## config.mk

```make
export PLATFORM = sky130hd
export DESIGN_NAME = byte_word_packer
export DESIGN_NICKNAME = d
export VERILOG_FILES = /design/src/rtl/byte_word_packer.sv
export SDC_FILE = /design/constraint.sdc
export NUM_CORES = 1
export LEC_CHECK = 0
export ABC_CLOCK_PERIOD_IN_PS = 3600
export BUFFER_PORTS_ARGS = -buffer_cell sky130_fd_sc_hd__buf_4
export CORE_AREA = 2 2 98 100
export DETAILED_ROUTE_END_ITERATION = 6
export DIE_AREA = 0 0 100 102
export SYNTH_ARGS = -nofsm -noshare
export SYNTH_HDL_FRONTEND = slang
export SYNTH_SLANG_ARGS = --single-unit
export TNS_END_PERCENT = 100
```

## constraint.sdc

```tcl
create_clock -name clk -period 3.6 [get_ports clk]
set_input_delay 0.36 -clock clk [delete_from_list [all_inputs] [get_ports clk]]
set_output_delay 0.36 -clock clk [all_outputs]
set_load 0.01 [all_outputs]
```

## src/rtl/byte_word_packer.sv

```systemverilog
// byte_word_packer
// Collects consecutive ingress bytes into one little-endian word of BYTES
// lanes and presents it on a registered valid/ready egress. A byte flagged
// last closes a short word early. Lanes that were not filled read zero on
// both data and keep.
module byte_word_packer #(
  parameter int BYTES = 4
) (
  input  logic               clk,
  input  logic               rst_n,
  input  logic               i_valid_i,
  input  logic [7:0]         i_data_i,
  input  logic               i_last_i,
  output logic               i_ready_o,
  input  logic               e_ready_i,
  output logic               e_valid_o,
  output logic [8*BYTES-1:0] e_data_o,
  output logic [BYTES-1:0]   e_keep_o,
  output logic               e_last_o
);

  localparam int CW = (BYTES > 1) ? $clog2(BYTES) : 1;
  localparam logic [CW-1:0] LAST_LANE = CW'(BYTES - 1);

  logic [CW-1:0]        r_cnt;
  logic [8*BYTES-1:0]   r_acc;
  logic [BYTES-1:0]     r_keep_acc;
  logic                 r_valid;
  logic [8*BYTES-1:0]   r_data;
  logic [BYTES-1:0]     r_keep;
  logic                 r_last;

  logic                 w_ready;
  logic                 w_accept;
  logic                 w_pop;
  logic                 w_complete;
  logic [8*BYTES-1:0]   w_acc_new;
  logic [BYTES-1:0]     w_keep_new;

  // Ready only looks at the egress slot: free, or being drained this cycle.
  assign w_ready    = !r_valid || e_ready_i;
  assign w_accept   = i_valid_i && w_ready;
  assign w_pop      = r_valid && e_ready_i;
  assign w_complete = w_accept && ((r_cnt == LAST_LANE) || i_last_i);

  // Accumulator and keep mask with the incoming byte merged into lane r_cnt.
  always_comb begin
    w_acc_new  = r_acc;
    w_keep_new = r_keep_acc;
    w_acc_new[int'(r_cnt)*8 +: 8] = i_data_i;
    w_keep_new[r_cnt]             = 1'b1;
  end

  // Lane counter and partial-word accumulator.
  always_ff @(posedge clk or negedge rst_n) begin
    if (!rst_n) begin
      r_cnt      <= '0;
      r_acc      <= '0;
      r_keep_acc <= '0;
    end else if (w_accept) begin
      if (w_complete) begin
        r_cnt      <= '0;
        r_acc      <= '0;
        r_keep_acc <= '0;
      end else begin
        r_cnt      <= r_cnt + CW'(1);
        r_acc      <= w_acc_new;
        r_keep_acc <= w_keep_new;
      end
    end
  end

  // Egress register: a completing byte always wins, since it is only
  // accepted when the slot is empty or being popped in the same cycle.
  always_ff @(posedge clk or negedge rst_n) begin
    if (!rst_n) begin
      r_valid <= 1'b0;
      r_data  <= '0;
      r_keep  <= '0;
      r_last  <= 1'b0;
    end else if (w_complete) begin
      r_valid <= 1'b1;
      r_data  <= w_acc_new;
      r_keep  <= w_keep_new;
      r_last  <= i_last_i;
    end else if (w_pop) begin
      r_valid <= 1'b0;
    end
  end

  assign i_ready_o = w_ready;
  assign e_valid_o = r_valid;
  assign e_data_o  = r_data;
  assign e_keep_o  = r_keep;
  assign e_last_o  = r_last;

endmodule

```

# Word level (Yosys, flattened, before mapping)
# Index checks and enable logic that the tools add are counted.
dict set report word_totals {
  ff_bits 76
  elab_cells 31
  latch_bits 0
  memories 0
  out_inout_bits 39
  ramBits 0
  input_bits 13
  rom_bits 0
}
dict set report classes {
  n_shift 2
  mux 8
  magnitude_cmp 2
  n_bitwise 1
  add_sub_neg 2
  div 0
  n_eq_ne 1
  n_reduce_logical 8
  multipliers 0
}
# op count
set ops {}
lappend ops {{$neg 5->33} 1}
lappend ops {{$shift 8x33->32 const A} 1}
lappend ops {{$shiftx 8x33->32} 1}
lappend ops {{$bwmux 32} 1}
lappend ops {{$mux 32} 1}
lappend ops {{$logic_and 1x1->1} 4}
lappend ops {{$mux 4} 1}
lappend ops {{$or 4x4->4} 1}
lappend ops {{$lt 2x3->1 const B} 1}
lappend ops {{$mux 1} 3}
lappend ops {{$add 2x1->2 const B} 1}
lappend ops {{$demux 1 s2} 1}
lappend ops {{$eq 2x2->1 const B} 1}
lappend ops {{$ge 2x1->1 const B} 1}
lappend ops {{$logic_or 1x1->1} 2}
lappend ops {{$mux 2} 1}
lappend ops {{$reduce_bool 2->1} 1}
lappend ops {{$logic_not 1->1} 1}

# Longest topological paths before layout
dict set report logic_depth {
  word_depth 6
  ltp_mapped 8
}

# Worst setup path after synthesis
# OpenSTA, ideal clock, no wires.
dict set report synth_timing {
  path_kind {register to register}
  start {reg r_cnt[0]}
  end {reg r_acc[0]}
  path_stages_with_launch 8
  required_time_ns 3.479
  synth_period_minus_slack_ns 1.885
  path_slack_ns 1.715
  arrival_time_ns 1.764
  setup_ns 0.121
  cell_sequence {dfrtp_1 inv_1 ha_1 and4bb_1 buf_6 and4_1 buf_6 a22o_1}
}
dict set report synth_between {
  elab_chain_len 4
}
# item line_no
set synth_lines {}
lappend synth_lines {{start: declaration} 25} ;# logic [CW-1:0] r_cnt;
lappend synth_lines {{start signal: assignment} 66} ;# r_cnt <= r_cnt + CW'(1);
lappend synth_lines {{$neg 5->33 / $eq 2x2->1 (equally long branches)} {50, 44}}
lappend synth_lines {{$shiftx 8x33->32 (tied with other cells)} 50} ;# w_acc_new[int'(r_cnt)*8 +: 8] = i_data_i;
lappend synth_lines {{$bwmux 32 / $logic_and 1x1->1 (equally long branches)} {50, 44}}
lappend synth_lines {{$mux 32 *} 61} ;# if (w_complete) begin
lappend synth_lines {{end signal: assignment} 67} ;# r_acc <= w_acc_new;
lappend synth_lines {{end: declaration} 26} ;# logic [8*BYTES-1:0] r_acc;
# Every way passes the cells marked *; elsewhere a longest branch is shown, timed or not.
# A chain may end at the register's enable or synchronous reset.

# Final worst setup path
dict set report layout_timing {
  start {reg r_cnt[0]}
  end {reg r_acc[22]}
}
# The elaborated chain is that of the path after synthesis.

==> results.ini <==
[status]
outcome = complete, no violations

[timing]
setup-violations-final = 0
layout_setup_ws_ns = 1.30
relSlewSlack = 0.319
hold_viol = 0
clock.fmax_ghz = 0.436
min_period_ns = 2.30
maxSlewViolCount = 0
rsz0062_at_grt = no
finalClockSkew_ns = 0.00973
fin_crit_sh = 0.638
whs_ns = 0.138
fin_tns_setup_ns = 0
worstMarginPinSlew_ns = 1.02

[worst_setup_path]
worstPathRequired_ns = 3.88
cp_max_fo = 17
crit_type = flip-flop to flip-flop
start_kind = flip-flop
cp.arrival_ns = 2.57
end_kind = flip-flop

[logic_synthesis]
postSynthCellCount = 325
syn_avg_cell_area_um2 = 11.1
synth-seq-area-share = 0.528
synth_top_area_frac = 0.528
synth_cell_types = 40
post-synth-top-area-cell = dfrtp_1
synth-main-ff-cell = dfrtp_1
async_flop_share = 1.00
synth_fp_nets = 346
ys.warnings.count = 0
synth_edf_count = 0
ys_seq_elements = 76
synth_area_leaders = dfrtp_1, a32o_1, a21oi_1
synth_area_um2 = 3600

[drt]
ant_nets = 0
drt_wl_total_um = 9080
drc = 0
vias = 2812
drtIter0Drc = 181
first_pass_iters = 4
wl_per_cell_um = 19.4
viasPerCell = 6.01

[power]
p_leak_uw = 0.00180
ir_drop_mv = 0.226
powerDensity_nw_per_um2 = 588

[placement]
hpwl_um = 5700
io_buffers = 51
dp.cells = 452
dp_slack_ns = 1.32
dpl_cell_area_um2 = 3950
place_congestion = 0.816

[global_routing]
grt-ovfl-total = 0
grt_usage = 0.187
grt_pass1_wl_um = 14700
grt_antenna_before_repair = 0
grt_pass1_vias = 2732
grt_max_degree = 77

[min_path]
hp-class = input port to asynchronous set/reset pin

[die]
initial_core_util = 0.395
core_um2 = 9110
die-area_um2 = 10200
die_height_um = 102
fp.dieW_um = 100
io_pins = 52
rows = 35

[cells_and_area]
layout.cells.non_filler = 468
area_growth_pct = 15.8
fin_area_um2 = 4170
nNetsFinal = 373
layout-drive-gt1-share = 0.207
diodes = 0

[clock_tree]
numCtsBuffers = 9
clk_pin_slew_ns = 0.08
cts_resized = 0
cts-htree-levels = 3
clock_path_buffers = 2
cts_tree = done
cts_hold_buf = 0
cts_root_buf = clkbuf_8
clk_latency_ns = 0.35
clock-sinks = 76
cts_setup_buffers = 0

[flow_run]
maxCapViolations = 0

==> path summary, 6_finish.rpt <==
path / slack [ns] / from / depth (start not counted) / to
min reg2reg: 0.49 / r_acc[20]$_DFFE_PN0P_ / 1 / r_acc[20]$_DFFE_PN0P_
min: 0.14 / rst_n / 1 / e_data_o[0]$_DFFE_PN0P_
max: 1.30 / r_cnt[0]$_DFFE_PN0P_ / 5 / r_acc[22]$_DFFE_PN0P_
min in group clk: 0.30 / i_last_i / 2 / e_last_o$_DFFE_PN0P_
max reg2reg: 1.30 / r_cnt[0]$_DFFE_PN0P_ / 5 / r_acc[22]$_DFFE_PN0P_
max in group asynchronous: 2.80 / rst_n / 1 / e_data_o[7]$_DFFE_PN0P_
==> state kept, by name (all words and copies together) (netlist names) <==
signal,flops
e_valid_o,1
r_acc,32
e_keep_o,4
r_cnt,2
e_last_o,1
e_data_o,32
r_keep_acc,4
==> cell families after synthesis <==
family                     after synthesis  synth area share
and+or+nand+nor                         52            0.0938
adders and majority gates                8            0.0278
DFF                                     76             0.528
muxes                                    1           0.00313
buffers and inverters                   48            0.0688
AOI/OAI and AO/OA                      140             0.278
==> cells in the final DEF (no fill, tap or decap), types with 9 or more instances in the layout <==
master / n
nor2_1: 10
a22o_1: 9
a21oi_1: 42
nor2b_1: 20
dfrtp_1: 76
buf_4: 53
clkbuf_8: 10
a31oi_1: 33
inv_1: 9
a32o_1: 25
==> synth_stat cells (6+ instances only) <==
cell / n
a22o_1: 9
nor2_1: 10
buf_1: 6
buf_2: 10
nor2b_1: 20
nor3b_1: 6
a41oi_1: 8
dfrtp_1: 76
ha_1: 8
a21oi_1: 42
clkbuf_1: 11
a32o_1: 25
a31oi_1: 33
inv_1: 9
==> routing by layer <==
layer | global-route usage | vias up | share of wire
li1 | - | 1302 | -
met1 | 0.259 | 1424 | 0.47
met2 | 0.297 | 74 | 0.47
met3 | 0.0308 | 12 | 0.044
met4 | 0.0674 | 0 | 0.013
met5 | 0 | - | 0
==> critical path: stages (launching register included) <==
cell	delay (ns)
dfrtp_1	0.51
inv_1	0.17
ha_1	0.42
nor2_1	0.49
and3_1	0.42
a32o_1	0.21
==> where the power goes <==
group	switching (uW)	internal [uW]
registers	82.6	986
logic	380	285
clock network	309	409
==> per-stage QoR <==
step	utilization	power, uW
after global placement	0.434	1740
after global routing	0.458	2590
after detailed placement	0.434	1750
after floorplan	-	1470
after CTS	0.458	2470
final	0.458	2450
==> final cells by class <==
class / instances / area (um2)
clock buffer: 12 / 145
clock inverter: 4 / 72.6
fill: 856 / 4940
inverter: 10 / 37.5
multi-input combinational: 201 / 1460
sequential: 76 / 1900
tap: 111 / 139
timing repair buffer: 54 / 418
Note: power is estimated with default switching activity, not from simulation.
